File: config.mk
export PLATFORM = sky130hd
export DESIGN_NAME = load_store_unit
export DESIGN_NICKNAME = d
export VERILOG_FILES = /design/src/rtl/load_store_unit.sv
export SDC_FILE = /design/constraint.sdc
export NUM_CORES = 1
export LEC_CHECK = 0
export ABC_CLOCK_PERIOD_IN_PS = 4200
export CORE_MARGIN = 2
export CORE_UTILIZATION = 55
export DETAILED_ROUTE_END_ITERATION = 7
export DONT_BUFFER_PORTS = 1
export GPL_ROUTABILITY_DRIVEN = 1
export HOLD_SLACK_MARGIN = 0.03
export PLACE_DENSITY = 0.82
export SLEW_MARGIN = 20
export SYNTH_ARGS = -nofsm -noshare
export SYNTH_HDL_FRONTEND = slang
export SYNTH_SLANG_ARGS = --single-unit
File: constraint.sdc
create_clock -name clk -period 4.2 [get_ports clk]
set_clock_uncertainty 0.1 [all_clocks]
set_input_delay 1.26 -clock clk [delete_from_list [all_inputs] [get_ports clk]]
set_output_delay 1.26 -clock clk [all_outputs]
set_load 0.1 [all_outputs]
File: src/rtl/load_store_unit.sv
// RV32I load/store unit: one outstanding data-memory access at a time, with alignment/funct3
// checking, byte-lane steering, load extension and an ack timeout.
module load_store_unit #(
   parameter int TIMEOUT = 16
) (
   input  logic        clk,
   input  logic        reset,
   input  logic        req_valid,
   input  logic        req_we,
   input  logic [2:0]  req_funct3,
   input  logic [31:0] req_addr,
   input  logic [31:0] req_wdata,
   output logic        req_ready,
   output logic        stall,
   output logic        rsp_valid,
   output logic [31:0] rsp_rdata,
   output logic        rsp_err,
   output logic        mem_req,
   output logic        mem_we,
   output logic [31:0] mem_addr,
   output logic [31:0] mem_wdata,
   output logic [3:0]  mem_be,
   input  logic [31:0] mem_rdata,
   input  logic        mem_ack
);

   localparam int CW = (TIMEOUT > 1) ? $clog2(TIMEOUT) : 1;

   typedef enum logic [1:0] {IDLE, BUSY, RESP} state_t;

   state_t          r_state;
   logic [CW-1:0]   r_count;
   logic [2:0]      r_funct3;
   logic [1:0]      r_addrLo;
   logic            r_we;

   logic            w_illegal;
   logic            w_misaligned;
   logic [3:0]      w_be;
   logic [31:0]     w_wdata;
   logic [7:0]      w_byte;
   logic [15:0]     w_half;
   logic [31:0]     w_loadData;

   assign req_ready = (r_state == IDLE);
   assign stall     = req_valid & ~rsp_valid;

   // Request decode; funct3[1:0] gives the access size (byte/half/word) for all legal encodings.
   always_comb begin
      w_illegal    = req_we ? (req_funct3 > 3'b010)
                            : (req_funct3 == 3'b011 || req_funct3 == 3'b110 || req_funct3 == 3'b111);
      w_misaligned = (req_funct3[1:0] == 2'b01 && req_addr[0]) ||
                     (req_funct3[1:0] == 2'b10 && req_addr[1:0] != 2'b00);
      unique case (req_funct3[1:0])
         2'b00: begin
            w_be    = 4'b0001 << req_addr[1:0];
            w_wdata = {4{req_wdata[7:0]}};
         end
         2'b01: begin
            w_be    = req_addr[1] ? 4'b1100 : 4'b0011;
            w_wdata = {2{req_wdata[15:0]}};
         end
         default: begin
            w_be    = 4'b1111;
            w_wdata = req_wdata;
         end
      endcase
   end

   // Lane extraction and extension of the returned word for the latched load type.
   always_comb begin
      unique case (r_addrLo)
         2'd0:    w_byte = mem_rdata[7:0];
         2'd1:    w_byte = mem_rdata[15:8];
         2'd2:    w_byte = mem_rdata[23:16];
         default: w_byte = mem_rdata[31:24];
      endcase
      w_half = r_addrLo[1] ? mem_rdata[31:16] : mem_rdata[15:0];
      unique case (r_funct3)
         3'b000:  w_loadData = {{24{w_byte[7]}}, w_byte};
         3'b001:  w_loadData = {{16{w_half[15]}}, w_half};
         3'b100:  w_loadData = {24'd0, w_byte};
         3'b101:  w_loadData = {16'd0, w_half};
         default: w_loadData = mem_rdata;
      endcase
   end

   always_ff @(posedge clk) begin
      if (reset) begin
         r_state   <= IDLE;
         r_count   <= '0;
         r_funct3  <= '0;
         r_addrLo  <= '0;
         r_we      <= 1'b0;
         mem_req   <= 1'b0;
         mem_we    <= 1'b0;
         mem_addr  <= '0;
         mem_wdata <= '0;
         mem_be    <= '0;
         rsp_valid <= 1'b0;
         rsp_err   <= 1'b0;
         rsp_rdata <= '0;
      end else begin
         unique case (r_state)
            IDLE: begin
               if (req_valid) begin
                  r_funct3 <= req_funct3;
                  r_addrLo <= req_addr[1:0];
                  r_we     <= req_we;
                  r_count  <= '0;
                  // Rejected requests never touch memory and respond on the next cycle.
                  if (w_illegal || w_misaligned) begin
                     r_state   <= RESP;
                     rsp_valid <= 1'b1;
                     rsp_err   <= 1'b1;
                     rsp_rdata <= '0;
                  end else begin
                     r_state   <= BUSY;
                     mem_req   <= 1'b1;
                     mem_we    <= req_we;
                     mem_addr  <= {req_addr[31:2], 2'b00};
                     mem_wdata <= w_wdata;
                     mem_be    <= w_be;
                  end
               end
            end
            BUSY: begin
               if (mem_ack) begin
                  r_state   <= RESP;
                  mem_req   <= 1'b0;
                  rsp_valid <= 1'b1;
                  rsp_err   <= 1'b0;
                  rsp_rdata <= r_we ? 32'd0 : w_loadData;
               end else if (r_count == CW'(TIMEOUT - 1)) begin
                  r_state   <= RESP;
                  mem_req   <= 1'b0;
                  rsp_valid <= 1'b1;
                  rsp_err   <= 1'b1;
                  rsp_rdata <= '0;
               end else begin
                  r_count <= r_count + CW'(1);
               end
            end
            RESP: begin
               r_state   <= IDLE;
               r_count   <= '0;
               rsp_valid <= 1'b0;
               rsp_err   <= 1'b0;
            end
            default: r_state <= IDLE;
         endcase
      end
   end

endmodule

==> results.md, run 1 <==
- Required time of the critical path: 2840 ps
- Remaining antenna violation count after routing: 0
- Number of instances in the synthesized netlist: 588
- Final Cycle Share: 0.751
- Core ar.: 0.00876 mm2
- Result of the run: complete, no violations
- Number of instances on the worst hold path: 2
- Worst Hold End: r_count[1]
- Relative slew slack: 0.296
- Largest cells by area after synthesis: sky130_fd_sc_hd__dfxtp_1, sky130_fd_sc_hd__nand2_1, sky130_fd_sc_hd__a21oi_1, sky130_fd_sc_hd__nor2_1, sky130_fd_sc_hd__mux2i_1
- Number of ports placed on the die boundary: 210
- Worst R2R Setup Slack: 1820 ps
- Post-CTS clock slew at the launch and capture registers of the worst setup and hold paths: 50 ps
- Count of yosys warnings during synthesis: 0
- Cell family with most CP delay: simple AND/OR/NAND/NOR gates
- Vertical die dimension: 99.1 um
- Number of clock buffers inserted by TritonCTS: 17
- Die boundary width: 99.1 um
- CP max-delay cell: sky130_fd_sc_hd__nor2_2
- FFs w/ async S/R, synth: 0
- Post_cts resized: 0
- Power density over the cells: 575 mW/mm2
- Most frequently used cell type in the post-synthesis netlist: sky130_fd_sc_hd__dfxtp_1
- Crit-path max FO: 12
- Post-route setup TNS: 0 ps
- Part of the Yosys area used for sequential elements: 0.458
- Total length of routed wires: 13,400 um
- Per-instance average area after synthesis: 8.47 um2
- Fin util: 0.639
- CP Buf/Inv Count: 0
- GRT overflow: 0
- Filler Cells Inserted: 725
- Type of the worst min-delay path: reg -> reg
- RD Place Congestion: 0.887
- CTS tree: built
- Hold buffer count at cts: 0
- CTS Root Buffer Type: sky130_fd_sc_hd__clkbuf_8
- Area of placed instances: 0.00498 mm2
- Setup repair after global routing missed its margin: false
- Leakage power total: 1.94 nW
- Fraction of layout cells with a size suffix above 1: 0.0967
- Final worst hold slack: 385 ps
- Die area: 0.00983 mm2
- Most numerous cell types in the synthesized netlist: sky130_fd_sc_hd__dfxtp_1, sky130_fd_sc_hd__nand2_1, sky130_fd_sc_hd__a21oi_1, sky130_fd_sc_hd__nor2_1, sky130_fd_sc_hd__o21ai_0
- Max Clock Freq: 317 MHz
- RR Startpoint: r_addrLo[1]
- CP Cell Sequence: nor2_2
- Number of DRC violations after detailed-routing iteration 0: 317
- H-tree depth: 4
- Worst Reg2Reg Path Length in Cells: 4
- Antenna diodes: 0
- Largest stage delay, worst path: 870 ps
- Num rows: 34
- Number of setup buffers added after CTS: 0
- Pre-Repair DR Iteration Count: 5
- Endpoints failing setup: 0
- Max rail drop VDD: 0.359 mV
- Leading register cell type out of synthesis: sky130_fd_sc_hd__dfxtp_1
- Final HPWL DP: 9340 um
- Pwr Total: 0.00322 W
- Number of enable flip-flop cells after synthesis: 0
- Synthesis-stage register bit count: 114
- Shortest clock period the worst path allows after layout: 3150 ps
- Post-synth cell types: 56
- Number of clock sinks: 114
- Setup Crit Path Kind: reg -> out
- Buffers on Ports: 0
- Endpoint of the most critical register-to-register path: rsp_rdata[25]
- Worst Path Arrival: 1790 ps
- Average wire per cell in the routed design: 19.5 um
- Via count of the first global-routing pass: 4,232
- Logic depth of the worst path, buffers included: 1
- Final non-filler cell area: 0.00560 mm2
- Worst-skew pair later-pin latency: 490 ps
- Nets: 673
- Final Hold Vio Count: 0
- Critical path origin: r_state[0]
- Number of max-cap violations: 0
- CTS Buffer Depth: 2
- Number of remaining DRC errors: 0
- Starting density of the core: 0.568
- Area growth, synth to finish: 12.5%
- CP Launch Type: register
- Number of vias per cell after detailed routing: 6.31
- Portion of synthesized cell area occupied by the leading cell type: 0.458
- Slew at the pin closest to its max-slew limit: 1060 ps
- GR Util All Layers: 0.268
- Maximum number of pins on one net before global-route repair: 102
- Beginning of the worst hold path: r_count[1]
- Global-route wire length before repair: 21,100 um
- Max-slew violation count: 0
- Critical Path End Type: output pin
- Initial antenna violation count: 0
- Routed vias: 4,332
- Mapped cell area: 0.00498 mm2
- Biggest area consumer among synthesized cells: sky130_fd_sc_hd__dfxtp_1
## routing by layer
metal	up-vias	wire length (um)	track usage
li1	2032	-	-
met1	2054	4930	0.291
met2	216	6670	0.456
met3	30	1430	0.113
met4	0	395	0.117
met5	-	0	0
## per-stage QoR
step	instances	worst slack (ps)
after floorplan	589	246
after global placement	657	1190
after CTS	687	1040
final	687	1050
after detailed placement	657	1150
after global routing	687	993
## area by class of cell
class / instances / area [um2] / share of cell area
inverter: 24 / 90.1 / 0.0161
clock inverter: 9 / 154 / 0.0275
multi-input combinational: 405 / 2410 / 0.431
clock buffer: 21 / 469 / 0.0838
sequential: 114 / 2280 / 0.408
timing repair buffer: 6 / 57.6 / 0.0103
tap: 108 / 135 / 0.0241
## sequential cells by signal, summed over array words and instances (netlist names)
| register | cells |
|---|---|
| mem_wdata | 32 |
| rsp_rdata | 32 |
| mem_addr | 30 |
| mem_be | 4 |
| r_count | 4 |
| r_funct3 | 3 |
| r_addrLo | 2 |
| r_state | 2 |
| mem_req | 1 |
| mem_we | 1 |
| r_we | 1 |
| rsp_err | 1 |
| rsp_valid | 1 |
## power by group
group / switching (W) / internal, W
logic: 0.000151 / 0.0000952
clock network: 0.000485 / 0.00102
registers: 0.000339 / 0.00113
total: 0.000975 / 0.00224
## how the worst max path moves through the flow
stage / endpoint / slack, ps
after floorplan: stall / 250
after global placement: stall / 1190
after detailed placement: rsp_rdata[17] / 1150
after CTS: req_ready / 1040
after global routing: req_ready / 990
final: req_ready / 1050
## kinds of logic (layout without fill, tap and decap cells)
group | after synthesis | in the layout | synth area share
simple gates | 200 | 200 | 0.171
mux | 30 | 30 | 0.0716
compound gates | 172 | 172 | 0.234
other cells | 1 | 2 | 0.000753
buf+inv | 70 | 60 | 0.0616
flops | 114 | 114 | 0.458
fa+ha+maj | 1 | 1 | 0.00251
## cells in the final DEF, fill, tap and decap left out, drive strengths merged, types with 9 or more instances in the layout
| master | count |
|---|---|
| o32ai | 16 |
| a311oi | 10 |
| o2bb2ai | 9 |
| clkbuf | 21 |
| dfxtp | 114 |
| mux2i | 21 |
| nor2 | 58 |
| inv | 21 |
| a21oi | 59 |
| nand2 | 108 |
| o21ai | 26 |
| a211oi | 10 |
| o211ai | 10 |
(Power assumes the default switching activity.)
==> run 2: changes to the inputs <==
ABC_CLOCK_PERIOD_IN_PS = 2600   (was 4200)
PLACE_DENSITY = 0.85   (was 0.82)
clock period = 2.6 ns   (was 4.2 ns; I/O delays follow)
==> results.md, run 2 (same netlist as run 1, synthesis figures left out) <==
- Number of max-cap violations: 0
- Vertical die dimension: 99.1 um
- Area of placed instances: 0.00582 mm2
- Max Clock Freq: 453 MHz
- CTS Buffer Depth: 2
- Total length of routed wires: 14,000 um
- Buffers on Ports: 0
- Slew at the pin closest to its max-slew limit: 594 ps
- Die area: 0.00983 mm2
- Most common cell after layout, fill and taps aside: sky130_fd_sc_hd__dfxtp_1
- Worst Path Arrival: 1330 ps
- Crit-path max FO: 12
- Core ar.: 0.00876 mm2
- Critical path origin: r_state[0]
- Post_cts resized: 0
- Shortest clock period the worst path allows after layout: 2210 ps
- Met1 track demand over resource: 0.307
- Max-slew violation count: 0
- RR Startpoint: r_count[0]
- Maximum number of pins on one net before global-route repair: 102
- Number of clock buffers inserted by TritonCTS: 17
- Number of setup buffers added after CTS: 0
- Die boundary width: 99.1 um
- Final Hold Vio Count: 0
- Final non-filler cell area: 0.00643 mm2
- Result of the run: complete, no violations
- Global routing usage on met3: 0.115
- Endpoints failing setup: 0
- Starting density of the core: 0.568
- Top Usage Layer GRT: met2
- GR Util All Layers: 0.283
- Power density over the cells: 819 mW/mm2
- CTS tree: built
- Via count of the first global-routing pass: 4,612
- Number of clock sinks: 114
- CP Launch Type: register
- Pre-Repair DR Iteration Count: 4
- Filler Cells Inserted: 609
- RD Place Congestion: 0.844
- Average wire per cell in the routed design: 17.6 um
- Area growth, synth to finish: 29.3%
- Fraction of layout cells with a size suffix above 1: 0.241
- GRT overflow: 0
- Antenna diodes: 0
- Type of the worst min-delay path: in -> reg
- Number of DRC violations after detailed-routing iteration 0: 174
- Required time of the critical path: 1720 ps
- Leakage power total: 2.53 nW
- Commonest cells after routing, fill and taps aside: sky130_fd_sc_hd__dfxtp_1, sky130_fd_sc_hd__buf_4, sky130_fd_sc_hd__nand2_1
- Number of remaining DRC errors: 0
- Final HPWL DP: 9910 um
- Number of vias per cell after detailed routing: 5.91
- Global-route wire length before repair: 22,300 um
- Initial antenna violation count: 0
- Nets: 782
- Relative slew slack: 0.603
- Final Cycle Share: 0.850
- Worst-skew pair later-pin latency: 500 ps
- Remaining antenna violation count after routing: 0
- CTS Root Buffer Type: sky130_fd_sc_hd__clkbuf_8
- Setup repair after global routing missed its margin: false
- Critical Path End Type: output pin
- Setup Crit Path Kind: reg -> out
- Max rail drop VDD: 0.512 mV
- Beginning of the worst hold path: reset
- H-tree depth: 4
- Routed vias: 4,714
- Global routing usage on met2: 0.489
- Number of ports placed on the die boundary: 210
- Post-CTS clock slew at the launch and capture registers of the worst setup and hold paths: 50 ps
- Leading registers by flop count: mem_wdata (32), rsp_rdata (32), mem_addr (30)
- Num rows: 34
- Post-route setup TNS: 0 ps
- Hold buffer count at cts: 0
-- run 2: path summary, 6_finish.rpt --
kind,slack [ps],depth (start not counted),end
min,280,1,mem_we
min reg2reg,350,2,mem_addr[15]
max reg2reg,470,5,r_count[2]
max,390,2,req_ready
-- run 2: power breakdown --
group / total [W] / internal, W / switching [W]
registers: 0.00186 / 0.00182 / 0.0000391
clock network: 0.00239 / 0.00158 / 0.000809
logic: 0.00102 / 0.000248 / 0.000772
-- run 2: layout make-up --
cell class                 instances  area, um2  area share
multi-input combinational        405       2410       0.375
tap                              108        135      0.0210
clock buffer                      19        432      0.0671
timing repair buffer             115        901       0.140
sequential                       114       2280       0.355
inverter                          24       90.1      0.0140
clock inverter                    13        184      0.0286
-- run 2: critical path: stages, from the launching register on --
cell and delay [ps]:
sky130_fd_sc_hd__dfxtp_1 400, sky130_fd_sc_hd__nor2_2 140, sky130_fd_sc_hd__buf_4 290
-- run 2: per-layer routing --
metal  vias up  share of wire
li1       2252              -
met1      2190           0.36
met2       243           0.50
met3        29           0.11
met4         0          0.026
met5         -              0
-- run 2: stage by stage --
stage | total power [W] | cells | hold WS [ps] | setup WS, ps | utilization
detailed placement | 0.00291 | 766 | 342 | 234 | 0.664
global route | 0.00545 | 798 | 242 | 287 | 0.734
floorplan | 0.00275 | 589 | 349 | 3.80 | -
global placement | 0.00290 | 766 | 337 | 317 | 0.664
CTS | 0.00531 | 798 | 232 | 370 | 0.734
finish | 0.00527 | 798 | 278 | 391 | 0.734
==> run 3: changes to the inputs <==
ABC_CLOCK_PERIOD_IN_PS = 1870   (was 2600)
clock period = 1.87 ns   (was 2.6 ns; I/O delays follow)
==> results.md, run 3 (same netlist as run 1, synthesis figures left out) <==
- CTS Buffer Depth: 2
- Worst setup slack after layout: -64.2 ps
- Worst Path Arrival: 1270 ps
- Post-CTS clock slew at the launch and capture registers of the worst setup and hold paths: 60 ps
- Post-route setup TNS: -64.2 ps
- Via count of the first global-routing pass: 4,930
- Nets: 817
- Fin util: 0.788
- Endpoints failing setup: 1
- GR Util All Layers: 0.307
- Area growth, synth to finish: 38.7%
- Number of clock buffers inserted by TritonCTS: 17
- Remaining antenna violation count after routing: 0
- CP Launch Type: register
- Commonest cells after routing, fill and taps aside: sky130_fd_sc_hd__buf_4, sky130_fd_sc_hd__dfxtp_1, sky130_fd_sc_hd__nand2_1
- Number of instances on the worst hold path: 1
- Total area of multi-input combinational cells: 0.00248 mm2
- Vertical die dimension: 99.1 um
- Area of placed instances: 0.00607 mm2
- Die area: 0.00983 mm2
- Most common cell after layout, fill and taps aside: sky130_fd_sc_hd__buf_4
- Die boundary width: 99.1 um
- Final HPWL DP: 10,500 um
- Pwr Total: 0.00751 W
- Type of the worst min-delay path: in -> reg
- Result of the run: finished, violations left
- Filler Cells Inserted: 545
- Antenna diodes: 0
- Max rail drop VDD: 0.784 mV
- CTS Root Buffer Type: sky130_fd_sc_hd__clkbuf_8
- Core ar.: 0.00876 mm2
- Final non-filler cell area: 0.00691 mm2
- Leading registers by flop count: mem_wdata (32), rsp_rdata (32), mem_addr (30)
- Required time of the critical path: 1210 ps
- Shortest clock period the worst path allows after layout: 1930 ps
- Number of max-cap violations: 0
- Number of vias per cell after detailed routing: 6.06
- Setup repair after global routing missed its margin: true
- Relative slew slack: 0.219
- Pre-Repair DR Iteration Count: 4
- Number of clock sinks: 114
- CTS tree: built
- Fraction of layout cells with a size suffix above 1: 0.290
- Worst Reg2Reg Path Length in Cells: 5
- Max Clock Freq: 517 MHz
- Num rows: 34
- Reg area: 0.00229 mm2
- Routed vias: 5,044
- Setup Crit Path Kind: reg -> out
- RD Place Congestion: 0.902
- Failing checks: setup timing
- Number of ports placed on the die boundary: 210
- Average wire per cell in the routed design: 19.5 um
- Final Cycle Share: 1.03
- Global-route wire length before repair: 24,200 um
- Max-slew violation count: 0
- Leakage power total: 2.76 nW
- Initial antenna violation count: 0
- Buffers on Ports: 0
- Total length of routed wires: 16,200 um
- Power density over the cells: 1090 mW/mm2
- Worst-skew pair later-pin latency: 510 ps
- H-tree depth: 4
- Final Hold Vio Count: 0
- Crit-path max FO: 4
- Slew at the pin closest to its max-slew limit: 1170 ps
- Maximum number of pins on one net before global-route repair: 102
- Starting density of the core: 0.568
- GRT overflow: 0
- Number of DRC violations after detailed-routing iteration 0: 321
- Number of remaining DRC errors: 0
- Critical Path End Type: output pin
run 3: area by class of cell:
cell class | count | share of cell area
multi-input cells | 405 | 0.360
flip-flops and latches | 114 | 0.332
repair buffers | 150 | 0.188
clock buffers | 18 | 0.0620
clock inverters | 14 | 0.0259
well taps | 108 | 0.0196
inverters | 24 | 0.0130
run 3: path summary, 6_finish.rpt:
| path | start | to | slack (ps) |
|---|---|---|---|
| max reg2reg | r_addrLo[1] | rsp_rdata[15] | 10 |
| min reg2reg | mem_addr[15] | mem_addr[15] | 360 |
| min | reset | rsp_rdata[16] | 70 |
| max | r_state[1] | req_ready | -60 |
run 3: per-stage QoR:
step	cells	hold slack [ps]	setup slack, ps
4_1_cts	824	11.2	-72.1
6_report	833	73.5	-64.2
3_5_place_dp	791	341	-96.7
3_3_place_gp	791	341	-49.2
2_1_floorplan	589	349	-111
5_1_grt	833	48.8	-107
run 3: layer usage:
layer	up-vias	GRT usage	wire length, um	part of all wire
met5	-	0	0	0
met4	0	0.155	550	0.034
met3	46	0.113	1700	0.10
met2	329	0.511	8080	0.50
met1	2335	0.346	5920	0.36
li1	2334	-	-	-
run 3: power by group:
group          total, W  switching [W]  internal, W
registers       0.00259      0.0000515      0.00254
logic           0.00163        0.00117     0.000459
clock network   0.00329        0.00121      0.00208
total           0.00751        0.00243      0.00508
run 3: critical path, stage by stage (launching register included):
cell and delay, ps:
sky130_fd_sc_hd__dfxtp_2 340, sky130_fd_sc_hd__buf_6 130, sky130_fd_sc_hd__nor2_4 120, sky130_fd_sc_hd__buf_12 180
run 3: what timing repair did:
item	CTS	global route
setup buffers	1	3
pin swaps	1	2
setup endpoints to repair	6	60
hold endpoints to repair	71	26
gates cloned	0	2
gates resized for setup	10	18
